## config.mk

```make
export PLATFORM = sky130hd
export DESIGN_NAME = ifid_pipeline_reg
export DESIGN_NICKNAME = d
export VERILOG_FILES = /design/src/rtl/ifid_pipeline_reg_pkg.sv /design/src/rtl/ifid_pipeline_reg_load_use_detect.sv /design/src/rtl/ifid_pipeline_reg.sv
export SDC_FILE = /design/constraint.sdc
export NUM_CORES = 1
export LEC_CHECK = 0
export CAP_MARGIN = 30
export CORE_AREA = 2 2 101 103
export DETAILED_ROUTE_END_ITERATION = 12
export DIE_AREA = 0 0 103 105
export DONT_BUFFER_PORTS = 1
export PLACE_DENSITY = 0.67
export SKIP_LAST_GASP = 1
export SYNTH_ARGS = -nofsm -noshare
export SYNTH_HDL_FRONTEND = slang
export SYNTH_SLANG_ARGS = --single-unit
```

## constraint.sdc

```tcl
create_clock -name Clk -period 4.2 [get_ports Clk]
set_input_delay 1.05 -clock Clk [delete_from_list [all_inputs] [get_ports Clk]]
set_output_delay 1.05 -clock Clk [all_outputs]
set_load 0.05 [all_outputs]
```

## src/rtl/ifid_pipeline_reg_pkg.sv

```systemverilog
// Shared constants and helpers for the IF/ID pipeline register and its hazard unit.
// Field positions follow the MIPS R-type/I-type encoding.
package ifid_pipeline_reg_pkg;

    localparam logic [31:0] NOP_INSTR = 32'h0000_0000;
    localparam int RS_MSB = 25;
    localparam int RS_LSB = 21;
    localparam int RT_MSB = 20;
    localparam int RT_LSB = 16;
    localparam int CNT_W  = 16;

    // Counters stick at all-ones instead of wrapping.
    function automatic logic [CNT_W-1:0] sat_inc(input logic [CNT_W-1:0] v);
        if (v == {CNT_W{1'b1}}) begin
            return v;
        end
        return v + 1'b1;
    endfunction

endpackage

```

## src/rtl/ifid_pipeline_reg_load_use_detect.sv

```systemverilog
// Load-use hazard detection: flags a decode-stage instruction that reads the
// register a load in EX is about to write.
module ifid_pipeline_reg_load_use_detect
    import ifid_pipeline_reg_pkg::*;
(
    input  logic        valid,
    input  logic        mem_read,
    input  logic [4:0]  rt,
    input  logic [31:0] instr,
    output logic        hazard
);

    logic [4:0] src_rs;
    logic [4:0] src_rt;
    logic       unused_instr_bits;

    assign src_rs = instr[RS_MSB:RS_LSB];
    assign src_rt = instr[RT_MSB:RT_LSB];
    assign unused_instr_bits = ^{instr[31:26], instr[15:0]};

    // $0 is hardwired to zero, so a load targeting it never creates a dependency.
    assign hazard = valid & mem_read & (rt != 5'd0) & ((rt == src_rs) | (rt == src_rt));

endmodule

```

## src/rtl/ifid_pipeline_reg.sv

```systemverilog
// IF/ID pipeline register with load-use stall, branch/jump squash and
// saturating stall/flush debug counters.
module ifid_pipeline_reg
    import ifid_pipeline_reg_pkg::*;
(
    input  logic             Clk,
    input  logic             Rst,
    input  logic [31:0]      PCAdder_in,
    input  logic [31:0]      Instr_in,
    input  logic             Branch_in,
    input  logic             Jump_in,
    input  logic             IDEX_MemRead_in,
    input  logic [4:0]       IDEX_Rt_in,
    output logic [31:0]      PCAdder_out,
    output logic [31:0]      Instr_out,
    output logic             Valid_out,
    output logic             PCWrite_out,
    output logic             Bubble_out,
    output logic [CNT_W-1:0] StallCount_out,
    output logic [CNT_W-1:0] FlushCount_out
);

    logic hazard;
    logic flush;

    ifid_pipeline_reg_load_use_detect u_load_use_detect (
        .valid    (Valid_out),
        .mem_read (IDEX_MemRead_in),
        .rt       (IDEX_Rt_in),
        .instr    (Instr_out),
        .hazard   (hazard)
    );

    assign flush = Branch_in | Jump_in;

    // A redirect kills the stalled instruction, so the PC must move even under a hazard.
    assign PCWrite_out = ~hazard | flush;
    assign Bubble_out  = hazard & ~flush;

    always_ff @(posedge Clk) begin
        if (Rst) begin
            PCAdder_out    <= 32'h0;
            Instr_out      <= NOP_INSTR;
            Valid_out      <= 1'b0;
            StallCount_out <= '0;
            FlushCount_out <= '0;
        end else if (flush) begin
            PCAdder_out    <= PCAdder_in;
            Instr_out      <= NOP_INSTR;
            Valid_out      <= 1'b0;
            FlushCount_out <= sat_inc(FlushCount_out);
        end else if (hazard) begin
            StallCount_out <= sat_inc(StallCount_out);
        end else begin
            PCAdder_out <= PCAdder_in;
            Instr_out   <= Instr_in;
            Valid_out   <= 1'b1;
        end
    end

endmodule

```

======== Word level (Yosys, flattened, before mapping) ========
Cells that the tools add are included.
storage, ports and cells
  memory bits (writable) .................. 0
  memories kept ........................... 0
  bits in latches ......................... 0
  word-level logic and storage cells ...... 38
  register bits after elaboration ......... 97
  input bits .............................. 74
  memory bits (read-only) ................. 0
  output and inout bits ................... 99
cells by class
  equal/unequal tests ..................... 7
  reductions and logical operators ........ 4
  bitwise logic cells ..................... 9
  div/mod/pow operators ................... 0
  add/sub/neg operators ................... 2
  $lt $le $gt $ge ......................... 0
  muxes and demuxes ....................... 11
  shifts and indexed selects .............. 0
  multipliers ............................. 0
operators by type and width
  cell                                                                      number
  32-bit 2-to-1 mux                                                         2
  16-bit by 1-bit adder with 16-bit output (second input constant)          2
  16-bit equality test (second input constant)                              2
  16-bit 2-to-1 mux                                                         2
  5-bit equality test                                                       2
  1-bit 2-to-1 mux                                                          7
  5-bit nonzero test                                                        1
  1-bit bitwise AND                                                         4
  2-bit inequality test (second input constant)                             2
  1-bit OR                                                                  3
  3-bit AND reduction                                                       1
  2-bit by 1-bit inequality test with 1-bit output (second input constant)  1
  1-bit inverter                                                            2
  2-bit AND reduction                                                       1
  2-bit OR reduction                                                        1

======== Logic depth before layout (Yosys ltp) ========
  depth after elaboration ................. 8
  depth in mapped cells ................... 8

======== Modules after synthesis ========
From an unflattened synthesis, not the netlist that was laid out.
second synthesis, totals
  cell total of the unflattened synthesis .. 459
  area total of the unflattened synthesis .. 3997.6 µm²
by module, submodules not included
  module                             cells an instance  instances  seq. area each (µm²)  area each (µm²)
  ifid_pipeline_reg                  442                1          1941.9                3865.0
  ifid_pipeline_reg_load_use_detect  17                 1          0.0                   132.6

======== Worst setup path before layout ========
Ideal clock, no wire load.
  path kind ............................... input port to output port
  start point ............................. in IDEX_Rt_in[2]
  end point ............................... out PCWrite_out
  arrival ................................. 3.471 ns
  cell stages on the path ................. 5
  slack ................................... -0.321 ns
  buffers on the path ..................... 0
  required time ........................... 3.150 ns
  cells stage by stage .................... xor2_1 > or2_2 > o32a_1 > nor3_1 > inv_1
between the ends
  word-level cells in the longest chain between the ends .. 5
  elaborated cells between the ends (all ways) .. 8
  classes of those cells .................. eq/ne (2); bitwise (5); reduce/logical (1)
RTL lines
  what                                                       line                                     text
  start: declaration                                         ifid_pipeline_reg.sv:13                  input logic [4:0] IDEX_Rt_in,
  5-bit equality test or 5-bit nonzero test (tied branches)  ifid_pipeline_reg_load_use_detect.sv:22  assign hazard = valid & mem_read & (rt != 5'd0) & ((rt == src_rs) | (rt == src_rt));
  1-bit OR or 1-bit bitwise AND (tied branches)              ifid_pipeline_reg_load_use_detect.sv:22
  1-bit bitwise AND (*)                                      ifid_pipeline_reg_load_use_detect.sv:22
  1-bit inverter (*)                                         ifid_pipeline_reg.sv:37                  assign PCWrite_out = ~hazard | flush;
  1-bit OR (*)                                               ifid_pipeline_reg.sv:37
  end: declaration                                           ifid_pipeline_reg.sv:17                  output logic PCWrite_out,
Mark *: on every way between the ends. The rest lies on a longest branch, timed or not.

======== Worst setup path in the final report ========
  start point ............................. reg Instr_out[23]
  end point ............................... out PCWrite_out
between the ends
  word-level cells in the longest chain between the ends .. 5
RTL lines
  what                      line                                     text
  start: declaration        ifid_pipeline_reg.sv:15                  output logic [31:0] Instr_out,
  start signal: assignment  ifid_pipeline_reg.sv:56                  Instr_out <= Instr_in;
  5-bit equality test       ifid_pipeline_reg_load_use_detect.sv:22
  1-bit OR                  ifid_pipeline_reg_load_use_detect.sv:22
  1-bit bitwise AND         ifid_pipeline_reg_load_use_detect.sv:22
  1-bit inverter            ifid_pipeline_reg.sv:37
  1-bit OR                  ifid_pipeline_reg.sv:37
No other way between the ends.

==> flow_summary.toml <==
[synth]
synth_nets = 594
summed_instance_area_of_the_synthesized_netlist_um2 = 4310
number_of_library_cell_types_mapped_by_synthesis = 47
seq_area_frac_synth_pct = 45.1
post-synth-top-area-cell = "sky130_fd_sc_hd__dfxtp_1"
yosys.area.top_type_share_pct = 45.1
synth_area_per_cell_um2 = 8.31
synth.most_common_cell = "sky130_fd_sc_hd__dfxtp_1"
synthCells = 518
synthTopCellsByArea = "sky130_fd_sc_hd__dfxtp_1, sky130_fd_sc_hd__nand3_1, sky130_fd_sc_hd__o21ai_0"
flip_flop_and_latch_count_after_synthesis = 97
async_reset_ff_share_pct = 0
yosys_warnings = 0
synth_common_cells = "sky130_fd_sc_hd__dfxtp_1, sky130_fd_sc_hd__nand3_1, sky130_fd_sc_hd__o21ai_0"
synth_enable_flop_cells = 0
synth_flop_type = "sky130_fd_sc_hd__dfxtp_1"

[sta]
final_max_slew_viol_count = 0
final-setup-viol-count = 0
fmax_mhz = 285
timing.slew.headroom_pct = 34.2
min_period_over_period_pct = 83.5
worst_clock_skew_ns = 0.00880
final_critical_period_ns = 3.51
fin_tns_setup_ns = 0
tightestPinTransition_ns = 0.980
rsz0062_at_grt = "false"
finalHoldWorstSlack_ns = 0.717
hold_viol_final = 0

[clock_tree]
cts.reportedPaths.clkPinSlew_ns = 0.09
cts_resized = 0
cts.sink_count = 97
cts.hold.buffers_added = 0
max-clock-path-buffers = 2
count_of_h_tree_levels_built_during_cts = 3
worst_skew_pair.late_latency_ns = 0.36
ctsRootBufferMaster = "sky130_fd_sc_hd__clkbuf_8"
post_cts.repair.setup_buffers = 0
tritoncts = "yes"
numCtsBuffers = 9

[global_routing]
global_route_wire_length_before_repair_mm = 17.4
first_global_vias = 3466
grt_max_degree = 69
grt_usage_pct = 20.1
number_of_antenna_violations_at_the_first_check_in_global_routing = 0
grt_remaining_overflow = 0

[worst_setup_path]
worstSetupStartpointType = "register"
path_cells = "xor2_1 -> or2_2 -> o32a_1 -> nor3_2 -> inv_1"
worst_ep_arrival_time_ns = 2.46
reg2reg_slack_ns = 1.11
worst_r2r_endpoint = "StallCount_out[2]$_SDFFE_PP0P_"
critical-path-max-stage-delay_ns = 0.72
reg2regPathDepth = 6
worst_r2r_startpoint = "StallCount_out[1]$_SDFFE_PP0P_"
worstPathRequired_ns = 3.15
critical_path.endpoint_type = "output port"
criticalPathCategory = "reg2out"
critPathMaxFanout = 3
timing.critical_path.slowest_stage_cell = "sky130_fd_sc_hd__dfxtp_1"

[pwr]
power.switching_fraction_pct = 26.9
power-per-cell-area_nw_per_um2 = 396
p_total_mw = 1.84
part_of_the_power_in_combinational_logic_pct = 4.8
p_clk_share_pct = 37.2
seq_pwr_share_pct = 58.1
total_switching_power_uw = 496
internal_power_mw = 1.35
cellLeakagePower_nw = 1.40
vdd_drop_max_mv = 0.190

[finish]
final_util_pct = 48.2
multi_input_area_um2 = 2210
layoutNonFillerInstCount = 635
areaGrowthSynthToFinish_pct = 7.90
antenna-diode-count = 0
sequential_cell_area_um2 = 1940
layout-drive-gt1-share_pct = 7.37
nFillCells = 939
fin_nets = 574

[hold_path]
worstHoldPathType = "reg2reg"
worst_min_delay_path_endpoint = "PCAdder_out[0]$_SDFFE_PP0P_"
hold_path.startpoint = "PCAdder_out[0]$_SDFFE_PP0P_"
timing.hold.worst_path_depth = 2

[placement]
place.port_buffers = 0
place.detailed.hpwl_mm = 7.97
dp_cells = 620
place_congestion = 0.833

[floorplanning]
die_height_um = 105
num_io_pins = 173
core_region_area_um2 = 9640
fp.dieW_um = 103
die_area_um2 = 10800
rows = 36
floorplan.initialDensity_pct = 44.7

[detailed_routing]
detail_route.wl_per_cell_um = 18.3
totalWireLength_mm = 11.6
detail-route-antenna-nets = 0
num_vias = 3872
drtIter0Drc = 182
firstDrtPassIters = 4
post_drt_via_cell_ratio = 6.10
drc = 0

[run_status]
status = "finished, final reports clean"

[flow_run]
max_cap_violation_count = 0
-- routing by layer --
metal	vias to the layer above	routed length (µm)	track usage [%]
met4	0	235	9.21
li1	1851	-	-
met2	158	5560	31.6
met1	1843	4760	25.0
met3	20	1080	6.02
met5	-	0	0
-- state kept, by name, summed over array words and instances, names as in the netlist --
register	flops
Valid_out	1
PCAdder_out	32
FlushCount_out	16
Instr_out	32
StallCount_out	16
-- layout make-up --
cell class,instances,share of cell area (%)
clock inverter,4,1.64
multi-input combinational,373,47.5
sequential,97,41.8
tap,133,3.58
inverter,6,0.485
timing repair buffer,11,1.72
clock buffer,11,3.26
-- worst max-delay path, delay by kind of cell (launching register included) --
kind | cells | cell delay (ns)
compound gates | 1 | 0.20
buf+inv | 1 | 0.32
flops | 1 | 0.72
xor+xnor | 1 | 0.17
simple gates | 2 | 0.68
-- power by group through the flow --
| stage | sequential (mW) | combinational, mW | clock (mW) |
|---|---|---|---|
| after global placement | 1.09 | 0.0835 | 0 |
| after detailed placement | 1.09 | 0.0883 | 0 |
| final | 1.07 | 0.0879 | 0.685 |
| after global routing | 1.07 | 0.0982 | 0.747 |
| after floorplan | 1.08 | 0.0749 | 0 |
| after CTS | 1.07 | 0.0886 | 0.706 |
-- per-stage QoR --
| stage | instance area, µm² | setup WS (ns) |
|---|---|---|
| after floorplan | 4310 | 0.245 |
| after global placement | 4410 | 0.802 |
| after detailed placement | 4420 | 0.797 |
| after CTS | 4650 | 0.727 |
| after global routing | 4650 | 0.626 |
| final | 4650 | 0.694 |
-- layout by cell type, fill, tap and decap left out, types with 4 or more instances in the layout --
| cell type | count |
|---|---|
| sky130_fd_sc_hd__clkbuf_8 | 11 |
| sky130_fd_sc_hd__xor2_1 | 4 |
| sky130_fd_sc_hd__dfxtp_1 | 97 |
| sky130_fd_sc_hd__xnor2_1 | 17 |
| sky130_fd_sc_hd__nor2_1 | 26 |
| sky130_fd_sc_hd__o31ai_1 | 6 |
| sky130_fd_sc_hd__and3_1 | 6 |
| sky130_fd_sc_hd__inv_1 | 6 |
| sky130_fd_sc_hd__o21ai_0 | 68 |
| sky130_fd_sc_hd__nand2_1 | 18 |
| sky130_fd_sc_hd__or4_1 | 10 |
| sky130_fd_sc_hd__buf_4 | 10 |
| sky130_fd_sc_hd__or3_1 | 4 |
| sky130_fd_sc_hd__nand4_1 | 8 |
| sky130_fd_sc_hd__nor3_1 | 8 |
| sky130_fd_sc_hd__nand3_1 | 74 |
| sky130_fd_sc_hd__nor4_1 | 6 |
| sky130_fd_sc_hd__a21boi_0 | 32 |
| sky130_fd_sc_hd__a21oi_1 | 47 |
-- cells by family after synthesis --
family	count (synthesis)	share of synthesized area (%)
muxes	5	1.22
buffers and inverters	48	4.30
adders and majority gates	2	0.581
and+or+nand+nor	172	20.7
xor gates and xnor gates	21	4.27
DFF	97	45.1
AOI/OAI and AO/OA	173	23.9
-- worst max-delay path by stage --
stage	slack, ns	from	endpoint
after floorplan	0.25	IDEX_Rt_in[2]	PCWrite_out
after global placement	0.80	IDEX_Rt_in[2]	PCWrite_out
after detailed placement	0.80	IDEX_Rt_in[2]	PCWrite_out
after CTS	0.73	Instr_out[23]$_SDFFE_PP0N_	PCWrite_out
after global routing	0.63	Instr_out[16]$_SDFFE_PP0N_	PCWrite_out
final	0.69	Instr_out[23]$_SDFFE_PP0N_	PCWrite_out
Note: power is estimated with default switching activity, not from simulation.
